### src/rtl/gfx_pkg.sv
// Shared types and width helpers for the glyph blitter: raster modes, FSM
// states and the address-width arithmetic used by the interface and the top.
package gfx_pkg;

    typedef enum logic [1:0] {
        GFX_OR    = 2'd0,
        GFX_CLEAR = 2'd1,
        GFX_XOR   = 2'd2,
        GFX_COPY  = 2'd3
    } gfx_mode_e;

    typedef enum logic [2:0] {
        ST_IDLE,
        ST_ROW_ADDR,
        ST_ROW_LATCH,
        ST_PIX_RD,
        ST_PIX_WR,
        ST_DONE
    } gfx_state_e;

    // Counters and addresses never collapse to zero width, even for a 1-wide font.
    function automatic int cnt_width(input int n);
        return (n > 1) ? $clog2(n) : 1;
    endfunction

    function automatic int font_addr_width(input int nglyph, input int font_h);
        return cnt_width(nglyph * font_h);
    endfunction

    function automatic int fb_addr_width(input int xsize, input int ysize);
        return cnt_width(xsize * ysize / 8);
    endfunction

endpackage

### src/rtl/gfx_glyph_blitter_if.sv
// Request, font ROM and framebuffer signals of the glyph blitter; the blitter
// takes the slave view, the command source / memory side takes the master view.
interface gfx_glyph_blitter_if #(
    parameter int XSIZE  = 128,
    parameter int YSIZE  = 64,
    parameter int FONT_W = 8,
    parameter int FONT_H = 16,
    parameter int NGLYPH = 256
);
    localparam int XW  = gfx_pkg::cnt_width(XSIZE);
    localparam int YW  = gfx_pkg::cnt_width(YSIZE);
    localparam int FAW = gfx_pkg::font_addr_width(NGLYPH, FONT_H);
    localparam int FBW = gfx_pkg::fb_addr_width(XSIZE, YSIZE);

    logic              req_valid;
    logic              req_ready;
    logic [7:0]        req_char;
    logic [XW-1:0]     req_x;
    logic [YW-1:0]     req_y;
    logic [1:0]        req_mode;
    logic              req_invert;
    logic              busy;
    logic              done;
    logic [FAW-1:0]    font_addr;
    logic [FONT_W-1:0] font_data;
    logic [FBW-1:0]    fb_addr;
    logic              fb_re;
    logic [7:0]        fb_rdata;
    logic              fb_we;
    logic [7:0]        fb_wdata;

    modport master (
        output req_valid, req_char, req_x, req_y, req_mode, req_invert,
               font_data, fb_rdata,
        input  req_ready, busy, done, font_addr, fb_addr, fb_re, fb_we, fb_wdata
    );

    modport slave (
        input  req_valid, req_char, req_x, req_y, req_mode, req_invert,
               font_data, fb_rdata,
        output req_ready, busy, done, font_addr, fb_addr, fb_re, fb_we, fb_wdata
    );

endinterface

### src/rtl/gfx_bit_merge.sv
// Read-modify-write merge of one pixel into a framebuffer byte; every bit
// other than bitpos passes through untouched.
module gfx_bit_merge
    import gfx_pkg::*;
(
    input  logic [7:0] rdata,
    input  logic [2:0] bitpos,
    input  logic       b,
    input  gfx_mode_e  mode,
    output logic [7:0] wdata
);

    always_comb begin
        wdata = rdata;
        case (mode)
            GFX_OR:    wdata[bitpos] = rdata[bitpos] | b;
            GFX_CLEAR: wdata[bitpos] = rdata[bitpos] & ~b;
            GFX_XOR:   wdata[bitpos] = rdata[bitpos] ^ b;
            GFX_COPY:  wdata[bitpos] = b;
            default:   wdata = rdata;
        endcase
    end

endmodule

### src/rtl/gfx_glyph_blitter.sv
// Draws one font glyph into the page-organised SSD1306 framebuffer at (x, y),
// one pixel per read-modify-write, with clipping and fixed per-glyph timing.
module gfx_glyph_blitter
    import gfx_pkg::*;
#(
    parameter int XSIZE  = 128,
    parameter int YSIZE  = 64,
    parameter int FONT_W = 8,
    parameter int FONT_H = 16,
    parameter int NGLYPH = 256
) (
    input  logic               clk,
    input  logic               reset,
    gfx_glyph_blitter_if.slave bus
);

    localparam int XW  = cnt_width(XSIZE);
    localparam int YW  = cnt_width(YSIZE);
    localparam int FAW = font_addr_width(NGLYPH, FONT_H);
    localparam int FBW = fb_addr_width(XSIZE, YSIZE);
    localparam int CW  = cnt_width(FONT_W);
    localparam int RW  = cnt_width(FONT_H);

    gfx_state_e        state;
    gfx_state_e        state_n;
    logic [7:0]        char_q;
    logic [XW-1:0]     x_q;
    logic [YW-1:0]     y_q;
    gfx_mode_e         mode_q;
    logic              inv_q;
    logic [RW-1:0]     row;
    logic [CW-1:0]     col;
    logic [FONT_W-1:0] font_sh;
    logic              clip_q;

    logic [XW:0]       px;
    logic [YW:0]       py;
    logic              in_bounds;
    logic              last_col;
    logic              last_row;
    logic              pix_bit;
    logic [FBW-1:0]    pix_addr;
    logic [FAW-1:0]    row_addr;
    logic [7:0]        merged;

    logic              ready_c;
    logic              busy_c;
    logic              done_c;
    logic [FAW-1:0]    font_addr_c;
    logic [FBW-1:0]    fb_addr_c;
    logic              fb_re_c;
    logic              fb_we_c;
    logic [7:0]        fb_wdata_c;

    // One extra bit on px/py so coordinates past the display edge are visible for clipping.
    assign px        = {1'b0, x_q} + (XW+1)'(col);
    assign py        = {1'b0, y_q} + (YW+1)'(row);
    assign in_bounds = (32'(px) < XSIZE) && (32'(py) < YSIZE);
    assign pix_addr  = FBW'(32'(py >> 3) * 32'(XSIZE) + 32'(px));
    assign row_addr  = FAW'(32'(char_q) * 32'(FONT_H) + 32'(row));
    assign last_col  = (32'(col) == FONT_W - 1);
    assign last_row  = (32'(row) == FONT_H - 1);
    assign pix_bit   = font_sh[FONT_W-1] ^ inv_q;

    gfx_bit_merge u_merge (
        .rdata  (bus.fb_rdata),
        .bitpos (py[2:0]),
        .b      (pix_bit),
        .mode   (mode_q),
        .wdata  (merged)
    );

    always_ff @(posedge clk or posedge reset) begin
        if (reset) state <= ST_IDLE;
        else       state <= state_n;
    end

    always_comb begin
        state_n     = state;
        ready_c     = 1'b0;
        busy_c      = 1'b1;
        done_c      = 1'b0;
        font_addr_c = '0;
        fb_addr_c   = '0;
        fb_re_c     = 1'b0;
        fb_we_c     = 1'b0;
        fb_wdata_c  = '0;
        case (state)
            ST_IDLE: begin
                ready_c = 1'b1;
                busy_c  = 1'b0;
                if (bus.req_valid) state_n = ST_ROW_ADDR;
            end
            ST_ROW_ADDR: begin
                font_addr_c = row_addr;
                state_n     = ST_ROW_LATCH;
            end
            ST_ROW_LATCH: state_n = ST_PIX_RD;
            ST_PIX_RD: begin
                if (in_bounds) begin
                    fb_addr_c = pix_addr;
                    fb_re_c   = 1'b1;
                end
                state_n = ST_PIX_WR;
            end
            ST_PIX_WR: begin
                if (!clip_q) begin
                    fb_addr_c  = pix_addr;
                    fb_we_c    = 1'b1;
                    fb_wdata_c = merged;
                end
                if (!last_col)     state_n = ST_PIX_RD;
                else if (last_row) state_n = ST_DONE;
                else               state_n = ST_ROW_ADDR;
            end
            ST_DONE: begin
                done_c  = 1'b1;
                state_n = ST_IDLE;
            end
            default: state_n = ST_IDLE;
        endcase
    end

    // The font row is shifted left per column so the current pixel is always the MSB.
    always_ff @(posedge clk or posedge reset) begin
        if (reset) begin
            char_q  <= '0;
            x_q     <= '0;
            y_q     <= '0;
            mode_q  <= GFX_OR;
            inv_q   <= 1'b0;
            row     <= '0;
            col     <= '0;
            font_sh <= '0;
            clip_q  <= 1'b0;
        end else begin
            case (state)
                ST_IDLE: begin
                    if (bus.req_valid) begin
                        char_q <= bus.req_char;
                        x_q    <= bus.req_x;
                        y_q    <= bus.req_y;
                        mode_q <= gfx_mode_e'(bus.req_mode);
                        inv_q  <= bus.req_invert;
                        row    <= '0;
                    end
                end
                ST_ROW_LATCH: begin
                    font_sh <= bus.font_data;
                    col     <= '0;
                end
                ST_PIX_RD: clip_q <= !in_bounds;
                ST_PIX_WR: begin
                    if (!last_col) begin
                        col     <= col + 1'b1;
                        font_sh <= font_sh << 1;
                    end else if (!last_row) begin
                        row <= row + 1'b1;
                    end
                end
                default: ;
            endcase
        end
    end

    assign bus.req_ready = ready_c;
    assign bus.busy      = busy_c;
    assign bus.done      = done_c;
    assign bus.font_addr = font_addr_c;
    assign bus.fb_addr   = fb_addr_c;
    assign bus.fb_re     = fb_re_c;
    assign bus.fb_we     = fb_we_c;
    assign bus.fb_wdata  = fb_wdata_c;

endmodule

### src/flat_wrapper.sv
// flat-port wrapper written by rule: the top's interface ports become plain ports
module gfx_glyph_blitter_flat import gfx_pkg::*;
#(
    parameter int XSIZE  = 128,
    parameter int YSIZE  = 64,
    parameter int FONT_W = 8,
    parameter int FONT_H = 16,
    parameter int NGLYPH = 256
)
  (clk, reset, bus_req_valid, bus_req_char, bus_req_x, bus_req_y, bus_req_mode, bus_req_invert, bus_font_data, bus_fb_rdata, bus_req_ready, bus_busy, bus_done, bus_font_addr, bus_fb_addr, bus_fb_re, bus_fb_we, bus_fb_wdata);
  gfx_glyph_blitter_if #(.XSIZE(XSIZE), .YSIZE(YSIZE), .FONT_W(FONT_W), .FONT_H(FONT_H), .NGLYPH(NGLYPH)) bus_i ();
  input  logic clk;
  input  logic reset;
  input wire logic [$bits(bus_i.req_valid)-1:0] bus_req_valid;
  input wire logic [$bits(bus_i.req_char)-1:0] bus_req_char;
  input wire logic [$bits(bus_i.req_x)-1:0] bus_req_x;
  input wire logic [$bits(bus_i.req_y)-1:0] bus_req_y;
  input wire logic [$bits(bus_i.req_mode)-1:0] bus_req_mode;
  input wire logic [$bits(bus_i.req_invert)-1:0] bus_req_invert;
  input wire logic [$bits(bus_i.font_data)-1:0] bus_font_data;
  input wire logic [$bits(bus_i.fb_rdata)-1:0] bus_fb_rdata;
  output wire logic [$bits(bus_i.req_ready)-1:0] bus_req_ready;
  output wire logic [$bits(bus_i.busy)-1:0] bus_busy;
  output wire logic [$bits(bus_i.done)-1:0] bus_done;
  output wire logic [$bits(bus_i.font_addr)-1:0] bus_font_addr;
  output wire logic [$bits(bus_i.fb_addr)-1:0] bus_fb_addr;
  output wire logic [$bits(bus_i.fb_re)-1:0] bus_fb_re;
  output wire logic [$bits(bus_i.fb_we)-1:0] bus_fb_we;
  output wire logic [$bits(bus_i.fb_wdata)-1:0] bus_fb_wdata;
  assign bus_i.req_valid = bus_req_valid;
  assign bus_i.req_char = bus_req_char;
  assign bus_i.req_x = bus_req_x;
  assign bus_i.req_y = bus_req_y;
  assign bus_i.req_mode = bus_req_mode;
  assign bus_i.req_invert = bus_req_invert;
  assign bus_i.font_data = bus_font_data;
  assign bus_i.fb_rdata = bus_fb_rdata;
  assign bus_req_ready = bus_i.req_ready;
  assign bus_busy = bus_i.busy;
  assign bus_done = bus_i.done;
  assign bus_font_addr = bus_i.font_addr;
  assign bus_fb_addr = bus_i.fb_addr;
  assign bus_fb_re = bus_i.fb_re;
  assign bus_fb_we = bus_i.fb_we;
  assign bus_fb_wdata = bus_i.fb_wdata;
  gfx_glyph_blitter #(.XSIZE(XSIZE), .YSIZE(YSIZE), .FONT_W(FONT_W), .FONT_H(FONT_H), .NGLYPH(NGLYPH)) u_core (.clk(clk), .reset(reset), .bus(bus_i));
endmodule
### config.mk
export PLATFORM = sky130hd
export DESIGN_NAME = gfx_glyph_blitter_flat
export DESIGN_NICKNAME = d
export VERILOG_FILES = /design/src/rtl/gfx_pkg.sv /design/src/rtl/gfx_glyph_blitter_if.sv /design/src/rtl/gfx_bit_merge.sv /design/src/rtl/gfx_glyph_blitter.sv /design/src/flat_wrapper.sv
export SDC_FILE = /design/constraint.sdc
export NUM_CORES = 1
export LEC_CHECK = 0
export CORE_ASPECT_RATIO = 1.4
export CORE_UTILIZATION = 38
export CTS_CLUSTER_DIAMETER = 150
export DETAILED_ROUTE_END_ITERATION = 10
export PLACE_DENSITY = 0.64
export REMOVE_ABC_BUFFERS = 1
export SLEW_MARGIN = 20
export SYNTH_ARGS = -nofsm -noshare
export SYNTH_HDL_FRONTEND = slang
export SYNTH_HIERARCHICAL = 1
export SYNTH_SLANG_ARGS = --single-unit
### constraint.sdc
create_clock -name clk -period 3.29 [get_ports clk]
set_input_delay 0.658 -clock clk [delete_from_list [all_inputs] [get_ports clk]]
set_output_delay 0.658 -clock clk [all_outputs]
set_load 0.02 [all_outputs]
Word level (Yosys, flattened, before mapping)
Cells that the tools add are included.
Storage, ports and cells
  register bits: 43
  output and inout port bits: 35
  logic and storage cells: 83
Operators by class
  $add $sub $neg: 6
  $lt $le $gt $ge: 4
  eq/ne operators: 14
  multiplexer cells: 34
  bitwise operators: 5
  reductions and logical operators: 10
Operators by type and width (count)
  8-bit bitwise mux: 4
  8-bit case mux with 4 select lines: 1
  8-bit 2-to-1 mux: 3
  10-bit 2-to-1 mux: 2
  10-bit case mux with 2 select lines: 1
  8-bit case mux with 2 select lines: 1
  3-bit case mux with 5 select lines: 1
  12-bit by 4-bit adder with 12-bit output: 1
  12-bit 2-to-1 mux: 1
  3-bit 2-to-1 mux: 4
  4-bit 2-to-1 mux: 3
  10-bit by 8-bit adder with 10-bit output: 1
  3-bit equality test, second input constant: 3
  1-bit 2-to-1 mux: 9
  7-bit by 3-bit adder with 8-bit output: 1
  8-bit less-than comparator, second input constant: 1
  4-bit case mux with 2 select lines: 1
  6-bit by 4-bit adder with 7-bit output: 1
  7-bit less-than comparator, second input constant: 1
  3-bit by 2-bit equality test with 1-bit output, second input constant: 2
  2-bit inequality test, second input constant: 3
  3-bit case mux with 2 select lines: 1
  4-bit by 1-bit adder with 4-bit output, second input constant: 1
  2-bit equality test, second input constant: 2
  20 further kinds: 24

Logic depth before layout (Yosys ltp)
Gate-level depths: netlist of run 1.
  depth after elaboration: 9
  gate-level depth with buffers: 13

Cells and area by module
The synthesis of run 1 kept the hierarchy.
By module, submodules not included
  gfx_glyph_blitter: times used 1, cells an instance 244, area an instance 2491.1 sq um, seq. area each 1076.0 sq um
  gfx_bit_merge: times used 1, cells an instance 66, area an instance 503.0 sq um, seq. area each 0.0 sq um

Least setup slack after synthesis of run 1
Ideal clock, no wire load.
  kind: flip-flop to output port
  from: register u_core.row[0]
  to: output port bus_fb_wdata[0]
  arrival: 3.006 ns
  data required time: 2.632 ns
  slack: -0.374 ns
  cell stages (with the launch flop): 13
  buffers on the path: 1
  cells stage by stage: dfrtp_1 ha_1 inv_1 fa_1 xnor2_1 buf_2 mux4_2 mux2i_1 ha_1 mux2i_1 a211o_1 o41ai_2 and3_1
Between the ends
  longest elaborated chain between the ends: 9
  elaborated cells between the ends (all ways): 18
  those cells by class: 1 x add/sub; 2 x order compare; 11 x mux; 3 x bitwise; 1 x reduce/logical
Ends and longest elaborated chain
  start: declaration: RTL line gfx_glyph_blitter.sv:31  | logic [RW-1:0] row;
  start signal: assignment: RTL line gfx_glyph_blitter.sv:158  | row <= row + 1'b1;
  6-bit by 4-bit adder with 7-bit output (*): RTL line gfx_glyph_blitter.sv:57  | assign py = {1'b0, y_q} + (YW+1)'(row);
  net u_core.py[2]: RTL line gfx_glyph_blitter.sv:37  | logic [YW:0] py;
  3-bit by 4-bit less-than comparator with 1-bit output (implied by the code) / 3-bit by 1-bit greater-or-equal comparator with 1-bit output (equally long branches)
  1-bit logical AND (implied by the code)
  1-bit 2-to-1 mux (implied by the code)
  1-bit demux with 3-bit select
  8-bit bitwise mux (on tied branches)
  8-bit case mux with 4 select lines (*): RTL line gfx_bit_merge.sv:15  | case (mode)
  net u_core.merged[0]: RTL line gfx_glyph_blitter.sv:44  | logic [7:0] merged;
  8-bit 2-to-1 mux (*): RTL line gfx_glyph_blitter.sv:107  | if (!clip_q) begin
  8-bit 2-to-1 mux (*): RTL line gfx_glyph_blitter.sv:88  | case (state)
  end: declaration: RTL line flat_wrapper.sv:29  | output wire logic [$bits(bus_i.fb_wdata)-1:0] bus_fb_wdata;
Mark *: on every way through the listed nets, which the timed path passes. The rest lies on a longest branch. The select of a mux whose other input is x is not followed.

Final worst setup path of run 1
  from: register u_core.row[0]
  to: output port bus_fb_wdata[4]
Same word-level chain as after synthesis.

==> results of run 1 <==
per-layer routing:
metal | vias up | GRT usage [%] | part of all wire, %
li1 | 1290 | - | -
met1 | 1266 | 20.5 | 39
met2 | 86 | 34.9 | 52
met3 | 20 | 3.40 | 5.2
met4 | 0 | 10.5 | 3.2
met5 | - | 0 | 0
Yosys cell counts (all sizes together), types with 2 or more instances:
| library cell | instances | share of area [%] |
|---|---|---|
| dfrtp | 43 | 36 |
| nand2 | 26 | 3.3 |
| mux2 | 23 | 8.7 |
| and2 | 21 | 4.4 |
| buf | 15 | 3.9 |
| a21oi | 14 | 2.5 |
| ha | 14 | 5.9 |
| inv | 14 | 1.8 |
| nor2 | 14 | 1.8 |
| a31oi | 11 | 2.3 |
| o21ai | 11 | 1.8 |
| and3 | 9 | 1.9 |
| nand2b | 9 | 1.9 |
| nand3 | 9 | 1.5 |
| o21bai | 6 | 1.5 |
| xnor2 | 6 | 1.8 |
| xor2 | 6 | 1.8 |
| mux2i | 5 | 1.7 |
| o31ai | 5 | 1.3 |
| clkbuf | 4 | 0.50 |
| nor3 | 4 | 0.67 |
| a21o | 3 | 0.75 |
| nand4 | 3 | 0.63 |
| nor2b | 3 | 0.63 |
| nor3b | 3 | 0.92 |
| a22o | 2 | 0.59 |
| fa | 2 | 1.3 |
| mux4 | 2 | 1.5 |
| nand3b | 2 | 0.50 |
| nor4 | 2 | 0.42 |
| o211ai | 2 | 0.50 |
| o311a | 2 | 0.67 |
| o31a | 2 | 0.59 |
| or2 | 2 | 0.42 |
| or3b | 2 | 0.59 |
cells by family after synthesis:
kind of cell               share of synthesized area, %
DFF                                                35.9
buffers and inverters                              6.18
xor gates and xnor gates                           3.51
and+or+nand+nor                                    20.7
muxes                                              11.8
adders and majority gates                          7.19
AOI/OAI and AO/OA                                  14.7
worst max-delay path: cells and delay by family, from the launching register on:
family                     cells  cell delay (ns)
adders and majority gates      3             0.73
buffers and inverters          4             0.41
xor gates and xnor gates       1             0.14
DFF                            1             0.36
muxes                          2             0.53
and+or+nand+nor                1             0.16
AOI/OAI and AO/OA              2             0.64
worst paths after layout:
check                              endpoint  slack, ns              from  cells after the start
setup reg to reg              u_core/col[0]       0.95     u_core/col[1]                      6
hold reg to reg            u_core/char_q[6]       0.51  u_core/char_q[6]                      1
min in group asynchronous  u_core/char_q[7]       0.87             reset                      2
max in group asynchronous     u_core/x_q[4]       1.84             reset                      2
hold / removal             u_core/char_q[6]       0.51  u_core/char_q[6]                      1
setup / recovery            bus_fb_wdata[4]      -0.63     u_core/row[0]                     13
cells in the final DEF (no fill, tap or decap), drive strengths merged, types with 9 or more instances in the layout:
| master | n |
|---|---|
| mux2 | 23 |
| a31oi | 11 |
| ha | 14 |
| nand2 | 26 |
| inv | 14 |
| clkdlybuf4s50 | 58 |
| nand2b | 9 |
| dfrtp | 43 |
| nor2 | 14 |
| o21ai | 11 |
| nand3 | 9 |
| a21oi | 14 |
| buf | 41 |
| and2 | 21 |
| dlygate4sd2 | 9 |
| and3 | 9 |
flip-flops by register name, summed over array words and instances (netlist names):
name            cells
u_core/char_q       8
u_core/font_sh      8
u_core/x_q          7
u_core/y_q          6
u_core/row          4
u_core/col          3
u_core/state        3
u_core/mode_q       2
u_core/clip_q       1
u_core/inv_q        1
power by group:
group / leakage, nW / total (W) / switching, W / internal, W
logic: 1.31 / 0.00229 / 0.00117 / 0.00113
clock network: 0.0612 / 0.000437 / 0.000191 / 0.000246
registers: 0.517 / 0.000954 / 0.000189 / 0.000765
total: 1.88 / 0.00368 / 0.00155 / 0.00214
cell type report:
| type | count | area, um2 |
|---|---|---|
| fillers | 706 | 3310 |
| multi-input cells | 234 | 1840 |
| flip-flops and latches | 43 | 1080 |
| repair buffers | 109 | 987 |
| well taps | 97 | 121 |
| clock buffers | 6 | 82.6 |
| inverters | 14 | 52.6 |
| clock inverters | 2 | 35.0 |
timing repair:
item	4_1_cts	5_1_grt
setup endpoints to repair	18	10
pin swaps	10	9
resized for setup	63	13
hold endpoints to repair	0	0
setup buffers	3	1
metrics by stage:
step	instance area, um2	cells	hold slack [ns]	TNS (ns)	setup WS, ns
floorplan	2860	291	0.449	-6.96	-0.917
global placement	3970	493	0.462	-6.03	-0.787
detailed placement	3970	493	0.480	-6.49	-0.843
CTS	4130	504	0.511	-5.07	-0.697
global route	4190	505	0.529	-5.55	-0.744
finish	4190	505	0.506	-4.53	-0.632
==> flow_metrics.tcl, run 1 <==
set metrics [dict create \
    synth-async-reset-ratio_pct 100 \
    drv_cap 0 \
    dp_hpwl_um 5610 \
    routedWlPerCell_um 14.9 \
    avgSynthCellArea_um2 9.66 \
    leakage_nw 1.88 \
    ant_nets 0 \
    fin_util_pct 55.9 \
    min_period_ns 3.92 \
    cts_buffers 5 \
    dieArea_um2 8240 \
    routed-via-count 2662 \
    hold_violations 0 \
    io_buffers 77 \
    cts_hold_buf 0 \
    cp_max_fo 4 \
    power.total_w 0.00368 \
    setup_slack_ns -0.632 \
    coreArea_um2 7500 \
    maxSlewViolCount 0 \
    fin_nets 466 \
    critPathMaxStageDelay_ns 0.36 \
    grt_pass1_vias 2710 \
    cp_cell_sequence "ha_2 -> inv_2 -> fa_2 -> xnor2_2 -> buf_4 -> mux4_2 -> mux2i_4 -> inv_2 -> ha_4 -> o31a_1 -> o311a_1 -> and3_1 -> buf_2" \
    die_y_um 107 \
    overflow 0 \
    cts_max_path_buffers 2 \
    critPathMostFrequentCell "inv_2" \
    viasPerCell 5.27 \
    synth_ff_type "dfrtp_1" \
    syn_inst 310 \
    violations "negative setup slack" \
    synth_seq_cells 43 \
    grt_pass1_wl_um 12400 \
    gp_congestion 0.919 \
    slowest_stage "dfrtp_1" \
    grt_use_total_pct 19.1 \
    fin_crit_sh_pct 119 \
    route.detailed.drc 0 \
    cts_root_buf "clkbuf_8" \
    chipWidth_um 77.0 \
    yosys.cell_types.count 52 \
    tightest_slew_ns 0.914 \
    max-slew-margin-rel_pct 39.0 \
    area_delta_synth_final_pct 40.0 \
    powerDensity_nw_per_um2 879 \
    synth_edf_count 0 \
    status "finished with violations" \
    hold_class "reg -> reg" \
    ir_drop_mv 0.429 \
    cts-htree-levels 2 \
    clkTransAtPathRegs_ns 0.09 \
    diodes 0 \
    clkSinkCount 43 \
    setup.worst_path.class "reg -> out" \
    yosysSeqAreaShare_pct 35.9 \
    drt_wl_total_um 7530 \
    start_util_pct 39.9 \
    layout-drive-gt1-share_pct 23.8 \
    cp_data_arrival_time_ns 3.26 \
    clock_skew_ns 0.00826 \
    clock.fmax_mhz 255 \
    drt_pre_antenna_iters 4 \
    ys_warn_count 6 \
    placementRows 37 \
    clk_latency_ns 0.30 \
    start_kind "flip-flop" \
    antenna_found_initial 0 \
    finalSetupViolations 8 \
    cp_data_required_time_ns 2.63 \
    cts_tree "yes" \
    end_kind "output pin" \
    dr.first_iter.drc_count 62 \
    rsz0062_at_grt "yes" \
    grt_max_degree 44 \
    syn_area_um2 2990 \
    io_pins 78 \
]
No activity file was read; power rests on OpenSTA's default activity.
==> run 2, diff against run 1 <==
--- a/config.mk
+++ b/config.mk
@@ -9,10 +9,9 @@
 export CORE_UTILIZATION = 38
 export CTS_CLUSTER_DIAMETER = 150
 export DETAILED_ROUTE_END_ITERATION = 10
-export PLACE_DENSITY = 0.64
+export PLACE_DENSITY = 0.69
 export REMOVE_ABC_BUFFERS = 1
 export SLEW_MARGIN = 20
 export SYNTH_ARGS = -nofsm -noshare
 export SYNTH_HDL_FRONTEND = slang
-export SYNTH_HIERARCHICAL = 1
 export SYNTH_SLANG_ARGS = --single-unit
==> run 2 against run 1 <==
  * The run still ends with negative setup slack left
  * Clock skew up 0.0045 ns
  * Core utilization fell by 0.49 points
  * Final area fell by 8.3%
  * Sequential share of layout area grew 2.3 points
  * Largest power group unchanged
  * Count of clock-buffer cells in the layout fell by 1
  * Worst setup slack got worse by 0.25 ns
==> flow_metrics.tcl, run 2 <==
set metrics [dict create \
    status "finished with violations" \
    violations "negative setup slack" \
    hold_violations 0 \
    cts_tree "yes" \
    area_delta_synth_final_pct 40.7 \
    die_y_um 102 \
    synth.cells.most_frequent "dfrtp_1 (43), mux2_2 (26), nand2_1 (25)" \
    setup_slack_ns -0.885 \
    io_buffers 77 \
    top_regs "u_core.char_q: 8 flops, u_core.font_sh: 8 flops, u_core.x_q: 7 flops" \
    maxSlewViolCount 0 \
    max-slew-margin-rel_pct 41.1 \
    clk_latency_ns 0.30 \
    synth.area.top_cells "dfrtp_1 (39%), mux2_2 (11%), ha_1 (6.4%)" \
    cts_root_buf "clkbuf_8" \
    grt.met3_usage_pct 2.96 \
    layout_common_cells "clkdlybuf4s50_1 (58), dfrtp_1 (43), buf_4 (29)" \
    routedWlPerCell_um 12.7 \
    cp_data_required_time_ns 2.63 \
    diodes 0 \
    dieArea_um2 7540 \
    grt_pass1_vias 2224 \
    slowest_stage "fa_2" \
    final_common_cell "clkdlybuf4s50_1" \
    cp_data_arrival_time_ns 3.52 \
    setup.worst_path.class "reg -> out" \
    io_pins 78 \
    synth_seq_cells 43 \
    grt_pass1_wl_um 9690 \
    syn_inst 261 \
    synth_top_area_share_pct 39.4 \
    crit_family "multiplexers" \
    routed-via-count 2200 \
    clkSinkCount 43 \
    fin_nets 414 \
    hold_class "reg -> reg" \
    viasPerCell 4.88 \
    end_kind "output pin" \
    grt_use_total_pct 16.4 \
    antenna_found_initial 0 \
    drt_wl_total_um 5750 \
    overflow 0 \
    synth-async-reset-ratio_pct 100 \
    dr.first_iter.drc_count 87 \
    ant_nets 0 \
    clock_skew_ns 0.0127 \
    dp_hpwl_um 4380 \
    syn_area_um2 2730 \
    yosysMostFrequentCell "dfrtp_1" \
    leakage_nw 1.69 \
    cts_hold_buf 0 \
    yosys.cell_types.count 52 \
    chipWidth_um 73.7 \
    gp_congestion 0.777 \
    cts-htree-levels 2 \
    finalSetupViolations 8 \
    clkTransAtPathRegs_ns 0.09 \
    use_met2_pct 31.7 \
    yosysSeqAreaShare_pct 39.4 \
    min_period_ns 4.17 \
    placementRows 36 \
    powerDensity_nw_per_um2 780 \
    crit_buf_inv 2 \
    coreArea_um2 6940 \
    tightest_slew_ns 0.882 \
    synth_ff_type "dfrtp_1" \
    clock.fmax_mhz 240 \
    layout-drive-gt1-share_pct 26.4 \
    yosysTopAreaCell "dfrtp_1" \
    place_inst 436 \
    cp_max_fo 7 \
    avgSynthCellArea_um2 10.5 \
    cts_max_path_buffers 2 \
    route.detailed.drc 0 \
    grt_max_degree 44 \
    start_util_pct 39.4 \
    power.total_w 0.00300 \
    drv_cap 0 \
    drt_pre_antenna_iters 4 \
    ys_warn_count 0 \
    cts_buffers 5 \
    critPathMostFrequentCell "mux4_2" \
    fin_cells 451 \
    cp_cell_sequence "ha_2 -> fa_2 -> mux4_2 -> mux2_4 -> ha_4 -> mux4_2 -> nand2b_4 -> buf_6 -> mux2i_1 -> buf_4" \
    rsz0062_at_grt "yes" \
    synth_edf_count 0 \
    grtUsageMet1_pct 18.1 \
    grt-busiest-layer "met2" \
    ir_drop_mv 0.379 \
    start_kind "flip-flop" \
    critPathMaxStageDelay_ns 0.55 \
    fin_crit_sh_pct 127 \
]
## run 2: cell count changes in the layout (fill, tap and decap cells not counted), sizes merged, moves of 4 or more
cell | before | now
o21ai | 11 | 7
buf | 41 | 33
nand2b | 9 | 2
nor2 | 14 | 20
a21oi | 14 | 7
and3 | 9 | 4
inv | 14 | 10
o21bai | 6 | 0
and2 | 21 | 14
## run 2: what timing repair did
item | in CTS | in global routing
buffers inserted | 3 | 5
endpoints found under the setup margin | 19 | 16
pin swaps | 5 | 13
gates cloned | 0 | 0
resized for setup | 61 | 19
## run 2: logic make-up (layout without fill, tap and decap cells)
kind of cell	Yosys count	in the layout	synth area share, %
multiplexers	33	33	14.8
flip-flops	43	43	39.4
AO/OA/AOI/OAI	38	38	10.1
AND/OR/NAND/NOR	97	97	19.7
XOR/XNOR	10	10	3.20
buffers and inverters	24	119	4.94
adder cells (fa/ha/maj)	16	16	7.88
## run 2: path summary, 6_finish.rpt
check / slack (ns) / depth (start not counted) / from / to
hold reg to reg: 0.50 / 1 / u_core.char_q[5] / u_core.char_q[5]
min in group asynchronous: 0.87 / 2 / reset / u_core.font_sh[1]
setup reg to reg: 1.34 / 6 / u_core.col[0] / u_core.col[1]
setup / recovery: -0.88 / 10 / u_core.row[0] / bus_fb_wdata[2]
max in group asynchronous: 1.87 / 2 / reset / u_core.col[1]
hold / removal: 0.50 / 1 / u_core.char_q[5] / u_core.char_q[5]
## run 2: per-layer routing
metal  vias up  wire [um]  part of all wire (%)
li1       1101          -                     -
met1      1039       2260                    39
met2        53       3160                    55
met3         7        269                   4.7
met4         0         69                   1.2
met5         -          0                     0
## run 2: report_power, final
group	switching (W)	internal [W]	leakage, nW
clock network	0.000188	0.000226	0.0581
registers	0.000155	0.000761	0.518
logic	0.000805	0.000862	1.11
## run 2: final cells by class
class / count / area [um2]
fillers: 656 / 3090
multi-input cells: 194 / 1570
flip-flops and latches: 43 / 1080
repair buffers: 101 / 927
well taps: 95 / 119
clock buffers: 5 / 68.8
clock inverters: 3 / 43.8
inverters: 10 / 37.5
## run 2: metrics by stage
| stage | utilization, % | area (um2) | hold WS (ns) | setup slack, ns | TNS (ns) |
|---|---|---|---|---|---|
| final | 55.4 | 3840 | 0.503 | -0.885 | -6.67 |
| after global routing | 55.4 | 3840 | 0.536 | -0.997 | -7.45 |
| after CTS | 54.3 | 3770 | 0.508 | -0.949 | -6.85 |
| after detailed placement | 52.7 | 3650 | 0.488 | -1.12 | -8.87 |
| after global placement | 52.7 | 3650 | 0.482 | -1.07 | -8.30 |
| after floorplan | - | 2640 | 0.460 | -0.924 | -6.87 |
==> run 3, diff against run 2 <==
--- a/config.mk
+++ b/config.mk
@@ -5,11 +5,13 @@
 export SDC_FILE = /design/constraint.sdc
 export NUM_CORES = 1
 export LEC_CHECK = 0
+export CELL_PAD_IN_SITES_DETAIL_PLACEMENT = 0
+export CELL_PAD_IN_SITES_GLOBAL_PLACEMENT = 1
 export CORE_ASPECT_RATIO = 1.4
-export CORE_UTILIZATION = 38
+export CORE_UTILIZATION = 33
 export CTS_CLUSTER_DIAMETER = 150
 export DETAILED_ROUTE_END_ITERATION = 10
-export PLACE_DENSITY = 0.69
+export PLACE_DENSITY_LB_ADDON = 0.1
 export REMOVE_ABC_BUFFERS = 1
 export SLEW_MARGIN = 20
 export SYNTH_ARGS = -nofsm -noshare
==> run 3 against run 2 <==
  * The run still ends with negative setup slack left
  * Power decreased by 3.0%
  * Routed wire length increased by 7.7%
  * Via count increased by 0.64%
  * Fmax increased by 0.46%
  * First-iteration DRC count decreased by 40%
==> flow_metrics.tcl, run 3 (synthesis results as in run 2) <==
set metrics [dict create \
    status "finished with violations" \
    violations "negative setup slack" \
    rsz0062_at_grt "yes" \
    dieArea_um2 8650 \
    clock.fmax_mhz 241 \
    cp_data_arrival_time_ns 3.50 \
    dp_hpwl_um 4650 \
    ant_nets 0 \
    pre_cts_ws_ns -1.14 \
    antenna_found_initial 0 \
    layout-drive-gt1-share_pct 26.0 \
    leakage_nw 1.64 \
    drt_pre_antenna_iters 4 \
    cts_max_path_buffers 2 \
    top_regs "u_core.char_q: 8 flops, u_core.font_sh: 8 flops, u_core.x_q: 7 flops" \
    grt_pass1_wl_um 10600 \
    cp_max_fo 7 \
    fin_nets 412 \
    dr.first_iter.drc_count 52 \
    routed-via-count 2214 \
    switching_share_pct 39.4 \
    p_switching_w 0.00114 \
    routedWlPerCell_um 13.6 \
    placementRows 38 \
    io_pins 78 \
    hold_ws_ns 0.500 \
    route.detailed.drc 0 \
    min_period_ns 4.16 \
    cts_root_buf "clkbuf_8" \
    fin_util_pct 47.4 \
    ir_drop_mv 0.343 \
    cp_data_required_time_ns 2.63 \
    die_y_um 110 \
    hold_class "reg -> reg" \
    viasPerCell 4.88 \
    gp_congestion 0.758 \
    tightest_slew_ns 0.928 \
    clkTransAtPathRegs_ns 0.08 \
    power.total_w 0.00291 \
    grt_use_total_pct 15.7 \
    fin_cells 454 \
    area_delta_synth_final_pct 37.0 \
    grt_pass1_vias 2316 \
    hold_violations 0 \
    powerDensity_nw_per_um2 777 \
    cts_hold_buf 0 \
    setup_slack_ns -0.865 \
    place_inst 445 \
    cts_buffers 5 \
    start_util_pct 34.6 \
    fillCellCount 810 \
    drt_wl_total_um 6190 \
    grt_max_degree 44 \
    overflow 0 \
    cts-htree-levels 2 \
    io_buffers 77 \
    end_kind "output pin" \
    p_clk_share_pct 11.5 \
    clk_latency_ns 0.30 \
    combPwrFrac_pct 57.1 \
    diodes 0 \
    cp-startpoint "u_core.row[0]" \
    setup.worst_path.class "reg -> out" \
    cts_tree "yes" \
    hold_path.startpoint "u_core.font_sh[0]" \
    p_seq_share_pct 31.4 \
    p_int_w 0.00176 \
    start_kind "flip-flop" \
    finalSetupViolations 8 \
    layout_common_cells "clkdlybuf4s50_1 (58), dfrtp_1 (43), buf_4 (29)" \
    ff_latch_area_um2 1080 \
    fin_crit_sh_pct 126 \
    chipWidth_um 78.9 \
    clkSinkCount 43 \
    multiInputGateArea_um2 1550 \
    max-slew-margin-rel_pct 38.0 \
    coreArea_um2 7890 \
    r2r_slack_ns 1.31 \
    final_common_cell "clkdlybuf4s50_1" \
    maxSlewViolCount 0 \
    clock_skew_ns 0.00590 \
    r2r_start "u_core.col[0]" \
    drv_cap 0 \
]
==> run 3: changes by cell type in the layout (fill, tap and decap cells not counted), moves of 2 or more <==
cell           before  now
ha_2                3    1
dlygate4sd2_1       9    1
ha_1               10   12
buf_2               0    7
buf_6               4    2
clkbuf_1            0    2
==> run 3: timing repair <==
item / in CTS / in global routing
setup buffers: 1 / 0
gates resized for setup: 76 / 18
setup endpoints to repair: 19 / 18
pin swaps: 4 / 6
cloned: 0 / 0
==> run 3: through the flow <==
step	setup TNS [ns]	cell area (um2)
finish	-6.45	3740
detailed placement	-9.23	3690
CTS	-7.07	3770
global placement	-9.05	3690
floorplan	-6.87	2640
global route	-7.60	3740
==> run 3: power groups by stage <==
stage | logic, W | registers [W] | clock network [W]
6_report | 0.00166 | 0.000914 | 0.000334
3_5_place_dp | 0.00168 | 0.000926 | 0
2_1_floorplan | 0.00105 | 0.000925 | 0
3_3_place_gp | 0.00166 | 0.000920 | 0
4_1_cts | 0.00171 | 0.000917 | 0.000349
5_1_grt | 0.00184 | 0.000954 | 0.000366
==> run 3: worst paths after layout <==
| kind | end | depth (start not counted) |
|---|---|---|
| max in group asynchronous | u_core.char_q[1] | 2 |
| max reg2reg | u_core.font_sh[5] | 6 |
| max | bus_fb_wdata[1] | 10 |
| min | u_core.font_sh[0] | 1 |
| min reg2reg | u_core.font_sh[0] | 1 |
| min in group asynchronous | u_core.char_q[2] | 2 |
==> run 3: final cells by class <==
| cell class | count | area share (%) |
|---|---|---|
| Timing Repair Buffer | 99 | 23.4 |
| Clock inverter | 1 | 0.134 |
| Tap cell | 100 | 3.34 |
| Inverter | 10 | 1.00 |
| Sequential cell | 43 | 28.7 |
| Multi-Input combinational cell | 194 | 41.4 |
| Clock buffer | 7 | 2.04 |
==> run 3: per-layer routing <==
layer  part of all wire, %  GRT usage (%)  routed length, um  vias up
met1                    41           17.7               2550     1059
li1                      -              -                  -     1097
met4                   1.4           5.06                 87        0
met5                     0              0                  0        -
met3                   5.0           2.66                311        5
met2                    52           29.9               3250       53
==> run 3: worst max-delay path, cell delays in order (launching register included) <==
cell,delay (ns)
dfrtp_1,0.39
ha_2,0.20
fa_1,0.52
mux4_2,0.52
mux2_4,0.31
ha_4,0.21
mux4_2,0.44
nand2b_4,0.20
buf_6,0.14
mux2i_1,0.12
buf_4,0.16
